--- src/rtl/fft_result_write_buffer.sv ---
// FFT result write buffer: Avalon-MM write slave -> FIFO -> memory master.
// Ports: clk, n_rst, clear; s_* upstream slave; m_* memory master;
//   frame_done, words_drained, addr_error status.
//   Optional: FFT_WBUF_ADDR_CHECK_EN enables address-sequence checking.
module fft_result_write_buffer #(
  parameter int ADDRESSWIDTH = 32,
  parameter int DATAWIDTH    = 32,
  parameter int DEPTH        = 8,
  parameter int FRAME_WORDS  = 512
) (
  input  logic                          clk,
  input  logic                          n_rst,
  input  logic                          clear,
  input  logic [ADDRESSWIDTH-1:0]       s_address,
  input  logic                          s_write,
  input  logic [DATAWIDTH-1:0]          s_writedata,
  output logic                          s_waitrequest,
  output logic [ADDRESSWIDTH-1:0]       m_address,
  output logic                          m_write,
  output logic [DATAWIDTH-1:0]          m_writedata,
  input  logic                          m_waitrequest,
  output logic                          frame_done,
  output logic [$clog2(FRAME_WORDS):0]  words_drained,
  output logic                          addr_error
);

  localparam int PW   = $clog2(DEPTH);
  localparam int CNTW = PW + 1;
  localparam int CW   = $clog2(FRAME_WORDS) + 1;

  localparam logic [1:0] IDLE   = 2'd0;
  localparam logic [1:0] ACTIVE = 2'd1;
  localparam logic [1:0] DONE   = 2'd2;

  localparam logic [CW-1:0]   FRAME_MAX = CW'(FRAME_WORDS);
  localparam logic [CNTW-1:0] FULL_CNT  = CNTW'(DEPTH);

  logic [ADDRESSWIDTH-1:0] addr_q [DEPTH];
  logic [DATAWIDTH-1:0]    data_q [DEPTH];

  logic [PW-1:0]   wr_ptr;
  logic [PW-1:0]   rd_ptr;
  logic [CNTW-1:0] count;
  logic [CNTW-1:0] count_nxt;
  logic            full_q;
  logic [1:0]      state;
  logic            push;
  logic            pop;
  logic            last_pop;

  assign s_waitrequest = full_q | (state == DONE) | clear;
  assign push          = s_write & ~s_waitrequest;
  assign m_write       = (count != '0);
  assign pop           = m_write & ~m_waitrequest;
  assign m_address     = addr_q[rd_ptr];
  assign m_writedata   = data_q[rd_ptr];
  assign frame_done    = (state == DONE);
  assign last_pop      = pop &&
    (words_drained == FRAME_MAX - 1'b1);

  always_comb begin
    count_nxt = count;
    unique case ({push, pop})
      2'b10:   count_nxt = count + 1'b1;
      2'b01:   count_nxt = count - 1'b1;
      default: count_nxt = count;
    endcase
  end

  // Storage is reset so the head outputs read zero out of reset.
  always_ff @(posedge clk or negedge n_rst) begin
    if (!n_rst) begin
      wr_ptr <= '0;
      rd_ptr <= '0;
      count  <= '0;
      full_q <= 1'b0;
      for (int i = 0; i < DEPTH; i++) begin
        addr_q[i] <= '0;
        data_q[i] <= '0;
      end
    end else if (clear) begin
      wr_ptr <= '0;
      rd_ptr <= '0;
      count  <= '0;
      full_q <= 1'b0;
    end else begin
      if (push) begin
        addr_q[wr_ptr] <= s_address;
        data_q[wr_ptr] <= s_writedata;
        wr_ptr         <= wr_ptr + 1'b1;
      end
      if (pop) begin
        rd_ptr <= rd_ptr + 1'b1;
      end
      count  <= count_nxt;
      full_q <= (count_nxt == FULL_CNT);
    end
  end

  always_ff @(posedge clk or negedge n_rst) begin
    if (!n_rst) begin
      state         <= IDLE;
      words_drained <= '0;
    end else if (clear) begin
      state         <= IDLE;
      words_drained <= '0;
    end else begin
      if (pop && (words_drained != FRAME_MAX)) begin
        words_drained <= words_drained + 1'b1;
      end
      unique case (1'b1)
        (state == IDLE):   if (push) state <= ACTIVE;
        (state == ACTIVE): if (last_pop) state <= DONE;
        default:           state <= state;
      endcase
    end
  end

`ifdef FFT_WBUF_ADDR_CHECK_EN
  localparam logic [ADDRESSWIDTH-1:0] STEP =
    ADDRESSWIDTH'(DATAWIDTH / 8);

  logic [ADDRESSWIDTH-1:0] last_addr;
  logic                    have_addr;
  logic                    err_q;

  // First push of a frame only seeds the reference address.
  always_ff @(posedge clk or negedge n_rst) begin
    if (!n_rst) begin
      last_addr <= '0;
      have_addr <= 1'b0;
      err_q     <= 1'b0;
    end else if (clear) begin
      last_addr <= '0;
      have_addr <= 1'b0;
      err_q     <= 1'b0;
    end else if (push) begin
      if (have_addr && (s_address != last_addr + STEP)) begin
        err_q <= 1'b1;
      end
      last_addr <= s_address;
      have_addr <= 1'b1;
    end
  end

  assign addr_error = err_q;
`else
  assign addr_error = 1'b0;
`endif

endmodule
--- config.mk ---
export PLATFORM = sky130hd
export DESIGN_NAME = fft_result_write_buffer
export DESIGN_NICKNAME = d
export VERILOG_FILES = /design/src/rtl/fft_result_write_buffer.sv
export SDC_FILE = /design/constraint.sdc
export NUM_CORES = 1
export LEC_CHECK = 0
export CORE_MARGIN = 2
export CORE_UTILIZATION = 60
export CTS_BUF_LIST = sky130_fd_sc_hd__clkbuf_8 sky130_fd_sc_hd__clkbuf_16
export CTS_CLUSTER_SIZE = 10
export DETAILED_ROUTE_END_ITERATION = 8
export PLACE_DENSITY = 0.78
export SLEW_MARGIN = 30
export SYNTH_ARGS = -nofsm -noshare
export SYNTH_HDL_FRONTEND = slang
export SYNTH_SLANG_ARGS = --single-unit
--- constraint.sdc ---
create_clock -name clk -period 2.9 [get_ports clk]
set_input_delay 0.725 -clock clk [delete_from_list [all_inputs] [get_ports clk]]
set_output_delay 0.725 -clock clk [all_outputs]
set_load 0.01 [all_outputs]
==> results.md <==
* Kind of critical path: reg -> out
* Share of layout cells above drive strength 1 at between 50 and 60%
* Final min period at 3.24 ns
* Hpwl dp at approximately 33 mm
* Post-layout util at between 70 and 80%
* GPL Wtd Cong at approximately 0.76
* Max clock buf depth at 3
* Sequential standard cell area at ~13000 µm²
* Hold Path Class: in -> async
* Area leader, netlist: dfrtp_1
* Starting density of the core at between 60% and 70%
* VDD IR max at approximately 0.53 mV
* Post-Syn Area at 24500 µm²
* Combinational power share at between 30% and 40%
* Area taken by multi-input logic gates at around 11000 µm²
* P_sw at roughly 6.5 mW
* Syn Nets at approximately 1500
* R2r startpoint: count[0]$_DFF_PN0_
* Leakage at roughly 14 nW
* CP max stage delay at 0.50 ns
* Share of power burned in registers at between 40 and 50%
* WP buf/inv at 5
* CP Capture Type: output pin
* WHS at roughly 0.027 ns
* Clk_lat worst skew at between 0.6 and 0.7 ns
* CTS tree: built
* Post-route ant nets at 0
* CP arrival at 2.52 ns
* Die area at 42400 µm²
* Die Width at roughly 200 µm
* Row count at 73
* Clock power share at roughly 27%
* Die H at slightly above 200 µm
* Top delay family on crit path: multiplexers
* Routed Wire Length at 53.9 mm
* Cells after synthesis at about 1400
* Placed Area at 27400 µm²
* Seq cells post-synth at roughly 540
* Crit path top cell by count: buf_12
* CP Max Fanout at 6
* Layout area overhead at 22.4%
* Cells along the critical path: buf_12, buf_12, buf_8, buf_12, mux4_2, mux2_4, buf_6
* Core ar. at ~40000 µm²
* Synth Flop Type: dfrtp_1
* Iter 0 DRT Violations at between 700 and 800
* Number of H-tree levels at 2
* Initial antenna violation count at 3
* CP max-delay cell: dfrtp_4
* Critical Path RT at ~2.2 ns
* CP Launch Point: rd_ptr[0]$_DFFE_PN0P_
* Top Layer Used: met5
* Buffers on Ports at between 100 and 150
* CTS Buf Count at 60
* Final WS setup at -0.343 ns
* Wire per inst at 24.1 µm
* Setup Viol. Count Final at 64
* Area contributors post-synth: dfrtp_1 (55%), mux2_2 (23%), mux4_2 (12%), mux2_4 (3.7%), mux2_1 (1.0%)
* Largest net degree at the start of global routing at between 80 and 90
* Run status: finished, violations left
* Fillers at about 2400
* DRT Pass-1 Iters at 4
* Peak Freq at between 300 and 400 MHz
* Seq/Total Area, Yosys at approximately 55%
* Async set or reset register ratio after synthesis at 100%
* Failing checks: negative setup slack
* Max-slew violations at 0
* Clock slew seen by the registers of the worst setup and hold paths at about 0.06 ns
* Post-synth top area share at around 55%
* Vias per cell at 6.07
* Sw frac at between 20% and 30%
* Yosys cell types at between 40 and 50
* CP startpoint kind: flip-flop
* Fin area at about 30000 µm²
* DR vias at ~14000
* First-pass GRT wire length at 86.2 mm
* Gr ovfl total at 0
* Period Utilization, post-route at 112%
* Met2 WL at approximately 26 mm
* PD cells at ~800 nW/µm²
* Final Skew at roughly 0.015 ns
* RSZ-0062 raised after global routing: yes
* DR WL met3 at approximately 2.4 mm
* Post-synth EDFFs at 0
* Vias in the first global route at roughly 15000
* Total power at about 24 mW
* Sink Count at ~540
* IO Count at roughly 150
* Final Hold Vio Count at 0
* Max-Cap Viols at 0
* All-layer global routing usage at about a quarter
* CTS root buf: clkbuf_16
* Avg Cell Area, Syn at 16.9 µm²
* Internal Power at roughly 18 mW
* Nets@finish at about 1800
* Drt drc at 0
* DRT met1 WL at about 24 mm
* Warnings from Yosys at 0
[layer usage]
| metal | GRT usage, % | up-vias |
|---|---|---|
| met2 | 43.1 | 274 |
| li1 | - | 5901 |
| met1 | 38.3 | 7304 |
| met4 | 7.27 | 4 |
| met5 | 0 | - |
| met3 | 3.91 | 90 |
[layout make-up]
type	count	share of cell area [%]
repair buffers	281	12.0
flip-flops and latches	535	44.8
well taps	525	2.20
inverters	7	0.0878
multi-input cells	814	35.6
clock buffers	63	5.19
clock inverters	8	0.151
diodes	2	0.0167
[path summary, 6_finish.rpt]
check / endpoint / slack [ns] / depth (start not counted)
worst max-delay path: m_address[7] / -0.34 / 7
worst min-delay path: data_q[174]$_DFFE_PN0P_ / 0.03 / 1
worst max register to register: full_q$_DFF_PN0_ / 0.43 / 9
worst min register to register: data_q[183]$_DFFE_PN0P_ / 0.48 / 1
max in group asynchronous: words_drained[9]$_DFFE_PN0P_ / 2.00 / 3
min in group clk: data_q[183]$_DFFE_PN0P_ / 0.48 / 1
[kinds of logic (layout without fill, tap and decap cells)]
logic type	Yosys count	in the layout	synth area share (%)
AO/OA/AOI/OAI	16	16	0.425
XOR/XNOR	11	11	0.394
AND/OR/NAND/NOR	69	69	1.84
multiplexers	709	709	39.5
other	1	3	0.0153
buffers and inverters	98	359	2.68
adder cells (fa/ha/maj)	8	8	0.440
flip-flops	535	535	54.8
[power by group through the flow]
stage | sequential (mW) | clock [mW] | combinational [mW]
final | 9.77 | 6.55 | 7.80
after global routing | 9.95 | 6.97 | 8.29
after CTS | 9.76 | 6.67 | 7.66
after detailed placement | 9.85 | 0 | 6.82
after global placement | 9.77 | 0 | 6.67
after floorplan | 9.56 | 0 | 4.30
[through the flow]
step	std cells	worst slack, ns	TNS [ns]
global placement	2119	-0.115	-0.115
floorplan	1447	0.249	0
finish	2235	-0.343	-14.33
CTS	2228	-0.405	-16.66
detailed placement	2119	-0.162	-0.162
global route	2233	-0.401	-18.05
[state kept, by name (all words and copies together), names as in the netlist]
signal,count
data_q,256
full_q,1
count,4
wr_ptr,3
words_drained,10
addr_q,256
state,2
rd_ptr,3
[placed cells by master, fill, tap and decap left out, types with 3 or more instances in the layout]
| cell | synthesis | routed |
|---|---|---|
| nor3_4 | 4 | 4 |
| xor2_1 | 3 | 3 |
| nand4_1 | 3 | 3 |
| buf_8 | 0 | 14 |
| buf_6 | 13 | 76 |
| nand2_1 | 6 | 6 |
| mux2_1 | 22 | 22 |
| buf_12 | 6 | 65 |
| nor2_4 | 0 | 3 |
| dfrtp_1 | 535 | 532 |
| inv_1 | 7 | 12 |
| buf_16 | 0 | 4 |
| mux2_2 | 496 | 438 |
| clkbuf_16 | 0 | 61 |
| clkdlybuf4s50_1 | 0 | 80 |
| ha_1 | 7 | 7 |
| nand3b_1 | 4 | 4 |
| inv_6 | 0 | 3 |
| mux2i_1 | 3 | 3 |
| buf_4 | 14 | 38 |
| nor4b_1 | 3 | 3 |
| o21ai_0 | 4 | 4 |
| mux4_2 | 128 | 128 |
| nand2b_1 | 5 | 5 |
| mux2_4 | 60 | 118 |
| dfrtp_4 | 0 | 3 |
| nor3_1 | 3 | 3 |
| xnor2_1 | 8 | 8 |
| nor2_1 | 21 | 21 |
| buf_2 | 31 | 3 |
| a21oi_1 | 6 | 6 |
[Yosys cell counts, types with 4 or more instances]
cell / instances
nor3_4: 4
nor2_1: 21
mux2_2: 496
inv_1: 7
clkbuf_1: 25
a21oi_1: 6
nand2_1: 6
ha_1: 7
o21ai_0: 4
xnor2_1: 8
nand2b_1: 5
buf_2: 31
mux4_2: 128
mux2_1: 22
mux2_4: 60
buf_4: 14
buf_6: 13
dfrtp_1: 535
buf_12: 6
nand3b_1: 4
[repair_timing]
item                                    4_1_cts  5_1_grt
pin swaps                                     0        0
endpoints found under the hold margin         0        0
buffers inserted                             36       12
gates resized for setup                     407       39
endpoints found under the setup margin       65       64
hold buffers                                  0        0
cloned                                        3        0
Note: power is estimated with default switching activity, not from simulation.
